--- config.mk ---
export PLATFORM = sky130hd
export DESIGN_NAME = instr_aligner
export DESIGN_NICKNAME = d
export VERILOG_FILES = /design/src/rtl/instr_aligner_pkg.sv /design/src/rtl/instr_aligner_parcel_fifo.sv /design/src/rtl/instr_aligner.sv
export SDC_FILE = /design/constraint.sdc
export NUM_CORES = 1
export LEC_CHECK = 0
export CORE_ASPECT_RATIO = 1.5
export CORE_MARGIN = 5
export CORE_UTILIZATION = 53
export DETAILED_ROUTE_END_ITERATION = 16
export PLACE_DENSITY = 0.86
export SLEW_MARGIN = 20
export SYNTH_ARGS = -nofsm -noshare
export SYNTH_HDL_FRONTEND = slang
export SYNTH_HIERARCHICAL = 1
export SYNTH_SLANG_ARGS = --single-unit
--- constraint.sdc ---
create_clock -name i_clk -period 5.2 [get_ports i_clk]
set_clock_uncertainty 0.1 [all_clocks]
set_input_delay 1.56 -clock i_clk [delete_from_list [all_inputs] [get_ports i_clk]]
set_output_delay 1.56 -clock i_clk [all_outputs]
set_load 0.1 [all_outputs]
--- src/rtl/instr_aligner_pkg.sv ---
// Shared definitions for the fetch-side parcel aligner and its consumers.
// is_compressed() is shared with the decompressor and decode so that all three agree on the encoding.
package instr_aligner_pkg;

  localparam int unsigned PARCEL_W = 16;
  localparam int unsigned DEPTH    = 3;

  typedef logic [PARCEL_W-1:0] parcel_t;

  // Number of parcels moved into or out of the parcel buffer in one cycle.
  typedef enum logic [1:0] {
    MOVE_NONE = 2'd0,
    MOVE_ONE  = 2'd1,
    MOVE_TWO  = 2'd2
  } move_e;

  function automatic logic is_compressed(input parcel_t parcel);
    return parcel[1:0] != 2'b11;
  endfunction

endpackage

--- src/rtl/instr_aligner_parcel_fifo.sv ---
// Three-deep parcel buffer with pop-1/pop-2 and push-1/push-2 in the same cycle.
// Pushed parcels land behind whatever survives the pop.
module parcel_fifo
  import instr_aligner_pkg::*;
(
  input  logic       clk,
  input  logic       rst_n,
  input  logic       clear,
  input  move_e      pop,
  input  move_e      push,
  input  parcel_t    push_lo,
  input  parcel_t    push_hi,
  output parcel_t    head0,
  output parcel_t    head1,
  output logic [1:0] count
);

  parcel_t    mem_q [DEPTH];
  parcel_t    mem_d [DEPTH];
  logic [1:0] count_q;
  logic [1:0] count_d;
  logic [1:0] base;

  always_comb begin
    mem_d   = mem_q;
    count_d = count_q;
    base    = count_q - pop;
    if (clear) begin
      count_d = '0;
    end else begin
      unique case (pop)
        MOVE_ONE: begin
          mem_d[0] = mem_q[1];
          mem_d[1] = mem_q[2];
        end
        MOVE_TWO: mem_d[0] = mem_q[2];
        default: ;
      endcase
      // The owner only pushes when at most one parcel is buffered, so base <= 1 here.
      if (push != MOVE_NONE) begin
        unique case (base)
          2'd0: begin
            mem_d[0] = push_lo;
            if (push == MOVE_TWO) mem_d[1] = push_hi;
          end
          2'd1: begin
            mem_d[1] = push_lo;
            if (push == MOVE_TWO) mem_d[2] = push_hi;
          end
          2'd2: mem_d[2] = push_lo;
          default: ;
        endcase
      end
      count_d = base + push;
    end
  end

  always_ff @(posedge clk or negedge rst_n) begin
    if (!rst_n) begin
      mem_q   <= '{default: '0};
      count_q <= '0;
    end else begin
      mem_q   <= mem_d;
      count_q <= count_d;
    end
  end

  assign head0 = mem_q[0];
  assign head1 = mem_q[1];
  assign count = count_q;

endmodule

--- src/rtl/instr_aligner.sv ---
// Fetch-side parcel aligner: turns word-aligned 32-bit fetch words into one
// compressed or full instruction per cycle, with its PC, across word boundaries.
module instr_aligner
  import instr_aligner_pkg::*;
#(
  parameter int unsigned           PC_WIDTH = 64,
  parameter logic [PC_WIDTH-1:0]   RESET_PC = '0
) (
  input  logic                i_clk,
  input  logic                i_rst_n,
  input  logic                i_flush,
  input  logic [PC_WIDTH-1:0] i_flush_pc,
  input  logic                i_fetch_valid,
  output logic                o_fetch_ready,
  input  logic [31:0]         i_fetch_word,
  output logic                o_valid,
  input  logic                i_ready,
  output logic [31:0]         o_instr,
  output logic                o_compressed,
  output logic [PC_WIDTH-1:0] o_pc
);

  logic [PC_WIDTH-1:0] pc_q;
  logic                skip_q;
  parcel_t             head0;
  parcel_t             head1;
  parcel_t             push_lo;
  parcel_t             push_hi;
  logic [1:0]          count;
  logic                head_c;
  logic                accept;
  logic                fire;
  move_e               pop;
  move_e               push;

  assign head_c        = is_compressed(head0);
  assign o_fetch_ready = (count <= 2'd1) & ~i_flush;
  assign accept        = i_fetch_valid & o_fetch_ready;
  assign o_valid       = ((count != 2'd0) & head_c) | (count >= 2'd2);
  assign fire          = o_valid & i_ready & ~i_flush;

  // Gated by count so an empty buffer of reset zeros does not read as compressed.
  assign o_compressed  = (count != 2'd0) & head_c;
  assign o_instr       = o_compressed ? {16'b0, head0} : {head1, head0};
  assign o_pc          = pc_q;

  always_comb begin
    pop     = MOVE_NONE;
    push    = MOVE_NONE;
    push_lo = i_fetch_word[15:0];
    push_hi = i_fetch_word[31:16];
    if (fire) pop = head_c ? MOVE_ONE : MOVE_TWO;
    if (accept) begin
      // Redirect to an odd halfword: the first parcel of the word precedes the target.
      if (skip_q) begin
        push    = MOVE_ONE;
        push_lo = i_fetch_word[31:16];
      end else begin
        push    = MOVE_TWO;
      end
    end
  end

  parcel_fifo u_fifo (
    .clk     (i_clk),
    .rst_n   (i_rst_n),
    .clear   (i_flush),
    .pop     (pop),
    .push    (push),
    .push_lo (push_lo),
    .push_hi (push_hi),
    .head0   (head0),
    .head1   (head1),
    .count   (count)
  );

  always_ff @(posedge i_clk or negedge i_rst_n) begin
    if (!i_rst_n) begin
      pc_q   <= RESET_PC;
      skip_q <= RESET_PC[1];
    end else if (i_flush) begin
      pc_q   <= i_flush_pc;
      skip_q <= i_flush_pc[1];
    end else begin
      if (fire) pc_q <= pc_q + (head_c ? PC_WIDTH'(2) : PC_WIDTH'(4));
      if (accept) skip_q <= 1'b0;
    end
  end

endmodule
==> results.md <==
- Outcome: complete, no violations
- Switching share of power: between 50% and 60%
- Synth Area per Inst: 9.49 um^2
- Die area: 17000 um^2
- Final core occ: about 70%
- WS Path Type: primary input to flip-flop
- CP Data Arrival Time: approximately 4.9 ns
- CTS tree: built
- Min-delay worst type: flip-flop to flip-flop
- Initial antenna violation count: 1
- DRT iter0 DRCs: 458
- GRT Overall Usage: between 20% and 30%
- Rows: between 50 and 60
- Power density cells: between 500 and 600 nW/um^2
- Relative max-transition margin: roughly 29%
- RSZ-0062 raised after global routing: no
- Vias: 6902
- Syn_nets: roughly 910
- Yosys warnings: 6
- First-pass GRT wire length: between 30 and 40 mm
- Peak supply drop: around 570 uV
- Wirelength per Cell: roughly 20 um
- Hold-fix buffer count after cts: 0
- Clock power share: around a fifth
- TritonCTS Sinks: about 120
- Setup Buffers After CTS: 0
- Layout cell share with drive strength beyond 1: ~16%
- P_sw: 2.85 mW
- FF-to-FF setup slack: 1.44 ns
- Clock Latency Late Sink: 0.42 ns
- Die Y-Extent: approximately 160 um
- Hold slack: between 0.4 and 0.5 ns
- Die width: 108 um
- Number of synthesized flops with an enable pin: 0
- Sequential area share after synthesis: between 30% and 40%
- Resize count post-CTS: 0
- P&R area growth vs syn: 32.2%
- Clock Path Buffers: 2
- Final hold violation count: 0
- Core box area: about 14000 um^2
- Overall routed net length: about 23 mm
- Post-synth top area share: between 30% and 40%
- GRT overflow: 0
- RR Endpoint: u_fifo/head0[13]$_DFFE_PN0N_
- FFs w/ async S/R, synth: 100%
- Largest net degree at the start of global routing: a little under 90
- Main synth FF type: dfrtp_1
- Worst path required time: around 5.5 ns
- Comb power frac: 54.5%
- CTS Buf Count: 17
- I/O Buffers: 199
- Max-Cap Viols: 0
- CTS Root Buffer Type: clkbuf_16
- Synth unique cells: 60
- Post-detail-place hpwl: roughly 17 mm
- Total of fill cells in the finished design: roughly 1100
- Final Cell Area: approximately 10000 um^2
- Remaining antenna violation count after routing: 0
- R2R cell count: 10
- GP Congestion: roughly 0.95
- Setup violations, final: 0
- DRC viols: 0
- Placed inst area: 9490 um^2
- Sequential share of power: 24.7%
- Fmax: about 0.22 GHz
- Worst Hold Launch: u_fifo/head0[8]$_DFFE_PN0N_
- # nets final: 1068
- Synth top area cells: dfrtp_1 (38%), mux2_2 (7.1%), xnor2_1 (4.5%)
- H-tree depth: 4
- Minimum clock period: 4.62 ns
- R2R Path Start: u_fifo/count[0]$_DFF_PN0_
- Largest area contributor in the netlist: dfrtp_1
- Cells after Synth: 805
- Setup TNS Final: 0 ns
- Clock transition at path regs: 0.05 ns
- WHS Path Cells: 1
- Fin. max-slew vios: 0
- Internal: 2.79 mW
- Vias in the first global route: approximately 7000
- DR vias/cell: between 5 and 6
- Crit. End Element: flip-flop
- I/O pin count: 200
- Worst-Margin Slew: 1.07 ns
- Starting density of the core: about 54%
- Final Cycle Share: 88.9%
- Static Leak: 4.02 nW
- Hold Crit Endpoint: u_fifo/head0[8]$_DFFE_PN0N_
- Register bit count reported by yosys: 115
- CP Launch Type: primary input
- Worst Path Max Fanout: 27
- Drt first pass iters: 7
- Worst Setup SP: i_ready
- Post-synthesis cell area: 7640 um^2
==> cell usage in the layout, fill, tap and decap left out, drive strengths merged, types with 7 or more instances in the layout <==
| cell type | Yosys | routed |
|---|---|---|
| nor4 | 11 | 11 |
| nand2 | 82 | 82 |
| dfrtp | 115 | 115 |
| mux2 | 58 | 58 |
| nand4 | 20 | 20 |
| a21oi | 13 | 13 |
| a211oi | 12 | 12 |
| and4 | 12 | 12 |
| xnor2 | 39 | 39 |
| inv | 19 | 19 |
| clkdlybuf4s50 | 0 | 179 |
| nand3 | 20 | 20 |
| o41a | 10 | 10 |
| ha | 7 | 7 |
| and2 | 21 | 21 |
| clkbuf | 33 | 22 |
| o21ai | 60 | 60 |
| o22a | 16 | 16 |
| and3 | 17 | 17 |
| nand2b | 13 | 13 |
| nor2 | 47 | 47 |
| xor2 | 21 | 21 |
| nor3 | 31 | 31 |
| buf | 48 | 37 |
| mux2i | 25 | 25 |
| a221oi | 16 | 16 |
==> layer usage <==
| metal | up-vias | GRT usage [%] | share of wire [%] |
|---|---|---|---|
| met5 | - | 0 | 0 |
| met4 | 0 | 13.1 | 4.2 |
| li1 | 3187 | - | - |
| met2 | 305 | 48.5 | 52 |
| met1 | 3346 | 30.6 | 36 |
| met3 | 64 | 6.32 | 7.4 |
==> worst max-delay path by stage <==
stage | endpoint | slack [ns]
2_1_floorplan | o_fetch_ready | 0.40
3_3_place_gp | u_fifo/head0[7]$_DFFE_PN0N_ | 0.40
3_5_place_dp | u_fifo/head0[13]$_DFFE_PN0N_ | 0.25
4_1_cts | u_fifo/head0[13]$_DFFE_PN0N_ | 0.60
5_1_grt | u_fifo/head0[1]$_DFFE_PN0N_ | 0.42
6_report | u_fifo/head0[13]$_DFFE_PN0N_ | 0.58
==> cell type report <==
class / count / area (um^2) / area share [%]
multi-input combinational: 590 / 4220 / 41.8
sequential: 115 / 2880 / 28.5
timing repair buffer: 216 / 2080 / 20.6
clock buffer: 22 / 494 / 4.90
tap: 192 / 240 / 2.38
clock inverter: 9 / 103 / 1.02
inverter: 19 / 71.3 / 0.707
antenna: 1 / 2.50 / 0.0248
==> through the flow <==
| stage | total power [mW] | cells | setup slack, ns |
|---|---|---|---|
| floorplan | 3.85 | 805 | 0.405 |
| global placement | 4.41 | 1132 | 0.404 |
| detailed placement | 4.46 | 1132 | 0.248 |
| CTS | 5.64 | 1163 | 0.600 |
| global route | 5.84 | 1164 | 0.415 |
| finish | 5.64 | 1164 | 0.578 |
==> state kept, by name (all words and copies together) (netlist names) <==
name	cells
o_pc	64
skip_q	1
u_fifo/count	2
u_fifo/head0	16
u_fifo/head1	16
u_fifo/mem_q	16
==> power groups by stage <==
stage	clock (mW)	combinational [mW]	sequential (mW)
after floorplan	0	2.19	1.66
after global placement	0	3.02	1.38
after detailed placement	0	3.06	1.40
after CTS	1.18	3.08	1.38
after global routing	1.23	3.19	1.42
final	1.18	3.07	1.39
==> cell families (layout without fill, tap and decap cells) <==
logic type                 after synthesis  count (layout)  share of synthesized area (%)
and+or+nand+nor                        290             290                           20.4
AOI/OAI and AO/OA                      148             148                           13.9
DFF                                    115             115                           37.7
buffers and inverters                  100             266                           7.09
muxes                                   83              83                           12.3
xor gates and xnor gates                61              61                           7.21
adders and majority gates                8               8                           1.41
other                                    0               1                              0
==> synthesized netlist by cell type (3+ instances only) <==
library cell	number
dfrtp_1	115
mux2_4	10
or2_2	4
nand3_1	20
and2_1	20
nand4_1	17
o211ai_1	3
buf_1	3
nand2b_1	13
ha_1	7
nor3_1	30
o21ai_1	4
and4_1	11
xnor2_1	39
buf_2	9
a221oi_1	16
xor2_1	21
and3_1	16
mux2i_1	25
o41a_1	10
clkbuf_1	33
a211oi_1	12
a21oi_1	11
nand2_1	82
o22a_1	16
or4_1	3
o21ai_0	56
inv_1	18
o221a_2	6
nor4_1	7
mux2_2	48
o221ai_1	6
buf_4	33
nor2_1	47
nor4_2	3
==> critical path, stage by stage <==
cell	delay [ns]
clkdlybuf4s50_1	0.54
nand2_1	0.17
nor3_1	0.43
ha_1	0.45
o21ai_0	0.20
buf_4	0.22
or2_2	0.55
a21oi_4	0.53
o22a_1	0.21
(Power assumes the default switching activity.)
==> variant, RTL diff (same flow settings) <==
`PC_WIDTH`: 64 -> 128.
--- a/src/rtl/instr_aligner.sv
+++ b/src/rtl/instr_aligner.sv
@@ -5,3 +5,3 @@
 #(
-  parameter int unsigned           PC_WIDTH = 64,
+  parameter int unsigned           PC_WIDTH = 128,
   parameter logic [PC_WIDTH-1:0]   RESET_PC = '0
Interface: changed (resized i_flush_pc and o_pc); port bits go from 200 to 328. No check against the original RTL was run, so the function may have changed too.
==> variant against the unedited design <==
Setup slack better by 0.026 ns. Synthesized area increased by 55%. Clock power grew 18%. Synthesized cell count increased by 65%. Sequential cell count rose by 64. Power up 27%. Critical endpoint is now u_fifo/head1[4]$_DFFE_PN0N_. Critical path type unchanged. Critical path depth grew 2. Design area rose by 56%. Routed wire length rose by 86%.
==> variant: results (changes against the unedited design) <==
| Metric | Value |
|---|---|
| Nets | 1767 (was 1068) |
| Avg Inst Size Synth | 8.94 µm² (was 9.49 µm²) |
| M2 GR Usage | 57.2% (was 48.5%) |
| Hold slack | 0.409 ns (was 0.419 ns) |
| Dpl hpwl | 32.5 mm (was 17.0 mm) |
| Relative slew slack | 26.3% (was 28.5%) |
| Reg2reg end | u_fifo/head1[4]$_DFFE_PN0N_ (was u_fifo/head0[13]$_DFFE_PN0N_) |
| PortBufs | 327 (was 199) |
| Util after Layout | 70.8% (was 71.8%) |
| Total track usage | 32.5% (was 27.3%) |
| Critical path's slowest cell | clkdlybuf4s50_1 (was or2_2) |
| Synth unique cells | 62 (was 60) |
| Leakage | 5.91 nW (was 4.02 nW) |
| WL met3 | 3.51 mm (was 1.73 mm) |
| Synth area leaders | dfrtp_1 (38%), mux2_2 (5.9%), xnor2_1 (5.8%), nand2_1 (4.9%), o21ai_0 (4.0%) (was dfrtp_1 (38%), mux2_2 (7.1%), xnor2_1 (4.5%), nand2_1 (4.0%), o21ai_0 (3.7%)) |
| CTS clk-pin slew, worst paths | 0.07 ns (was 0.05 ns) |
| CP delay by family, top | buffers and inverters (was simple AND/OR/NAND/NOR gates) |
| Crit Path Max Fanout | 20 (was 27) |
| Met3 usage | 6.39% (was 6.32%) |
| Via density | 6.40 (was 5.93) |
| CP endpoint | u_fifo/head1[4]$_DFFE_PN0N_ (was u_fifo/head0[13]$_DFFE_PN0N_) |
| Status | finished, final reports clean (unchanged) |
| R2r startpoint | u_fifo/head0[0]$_DFFE_PN0N_ (was u_fifo/count[0]$_DFF_PN0_) |
| Wire length on met1 | 15.2 mm (was 8.40 mm) |
| Largest register FFs | 128 (was 64) |
| Fin crit period | 4.60 ns (was 4.62 ns) |
| Later-pin clock latency in the skew report | 0.44 ns (was 0.42 ns) |
| Worst VDD drop | 0.705 mV (was 0.570 mV) |
| Design Power | 7.16 mW (was 5.64 mW) |
| Dpl ws | 0.273 ns (was 0.248 ns) |
| Sequential area share after synthesis | 37.8% (was 37.7%) |
| Hold endpoint | u_fifo/head0[10]$_DFFE_PN0N_ (was u_fifo/head0[8]$_DFFE_PN0N_) |
| Hold_sp | u_fifo/head0[10]$_DFFE_PN0N_ (was u_fifo/head0[8]$_DFFE_PN0N_) |
| Comb pwr share | 52.3% (was 54.5%) |
| Clk pwr share | 19.4% (was 20.9%) |
| Syn Nets | 1500 (was 914) |
| Sw frac | 50.1% (was 50.5%) |
| Initial antenna violation count | 4 (was 1) |
variant: changes by cell type after synthesis, sizes merged, moves of 39 or more:
cell | unedited run | this run
xnor2 | 39 | 78
dfrtp | 115 | 179
nand2 | 82 | 155
nand4 | 20 | 67
nand3 | 20 | 62
nor4 | 11 | 64
o21ai | 60 | 102
variant: logic make-up after synthesis:
logic type,share of synthesized area (%)
AO/OA/AOI/OAI,12.0
XOR/XNOR,8.63
flip-flops,37.8
multiplexers,9.26
buffers and inverters,5.68
AND/OR/NAND/NOR,25.8
adder cells (fa/ha/maj),0.907
variant: layout make-up:
type | count | share of cell area (%)
multi-input cells | 1009 | 42.7
flip-flops and latches | 179 | 28.5
repair buffers | 348 | 21.7
clock buffers | 21 | 2.93
well taps | 276 | 2.20
clock inverters | 9 | 0.979
inverters | 39 | 0.931
diodes | 4 | 0.0636
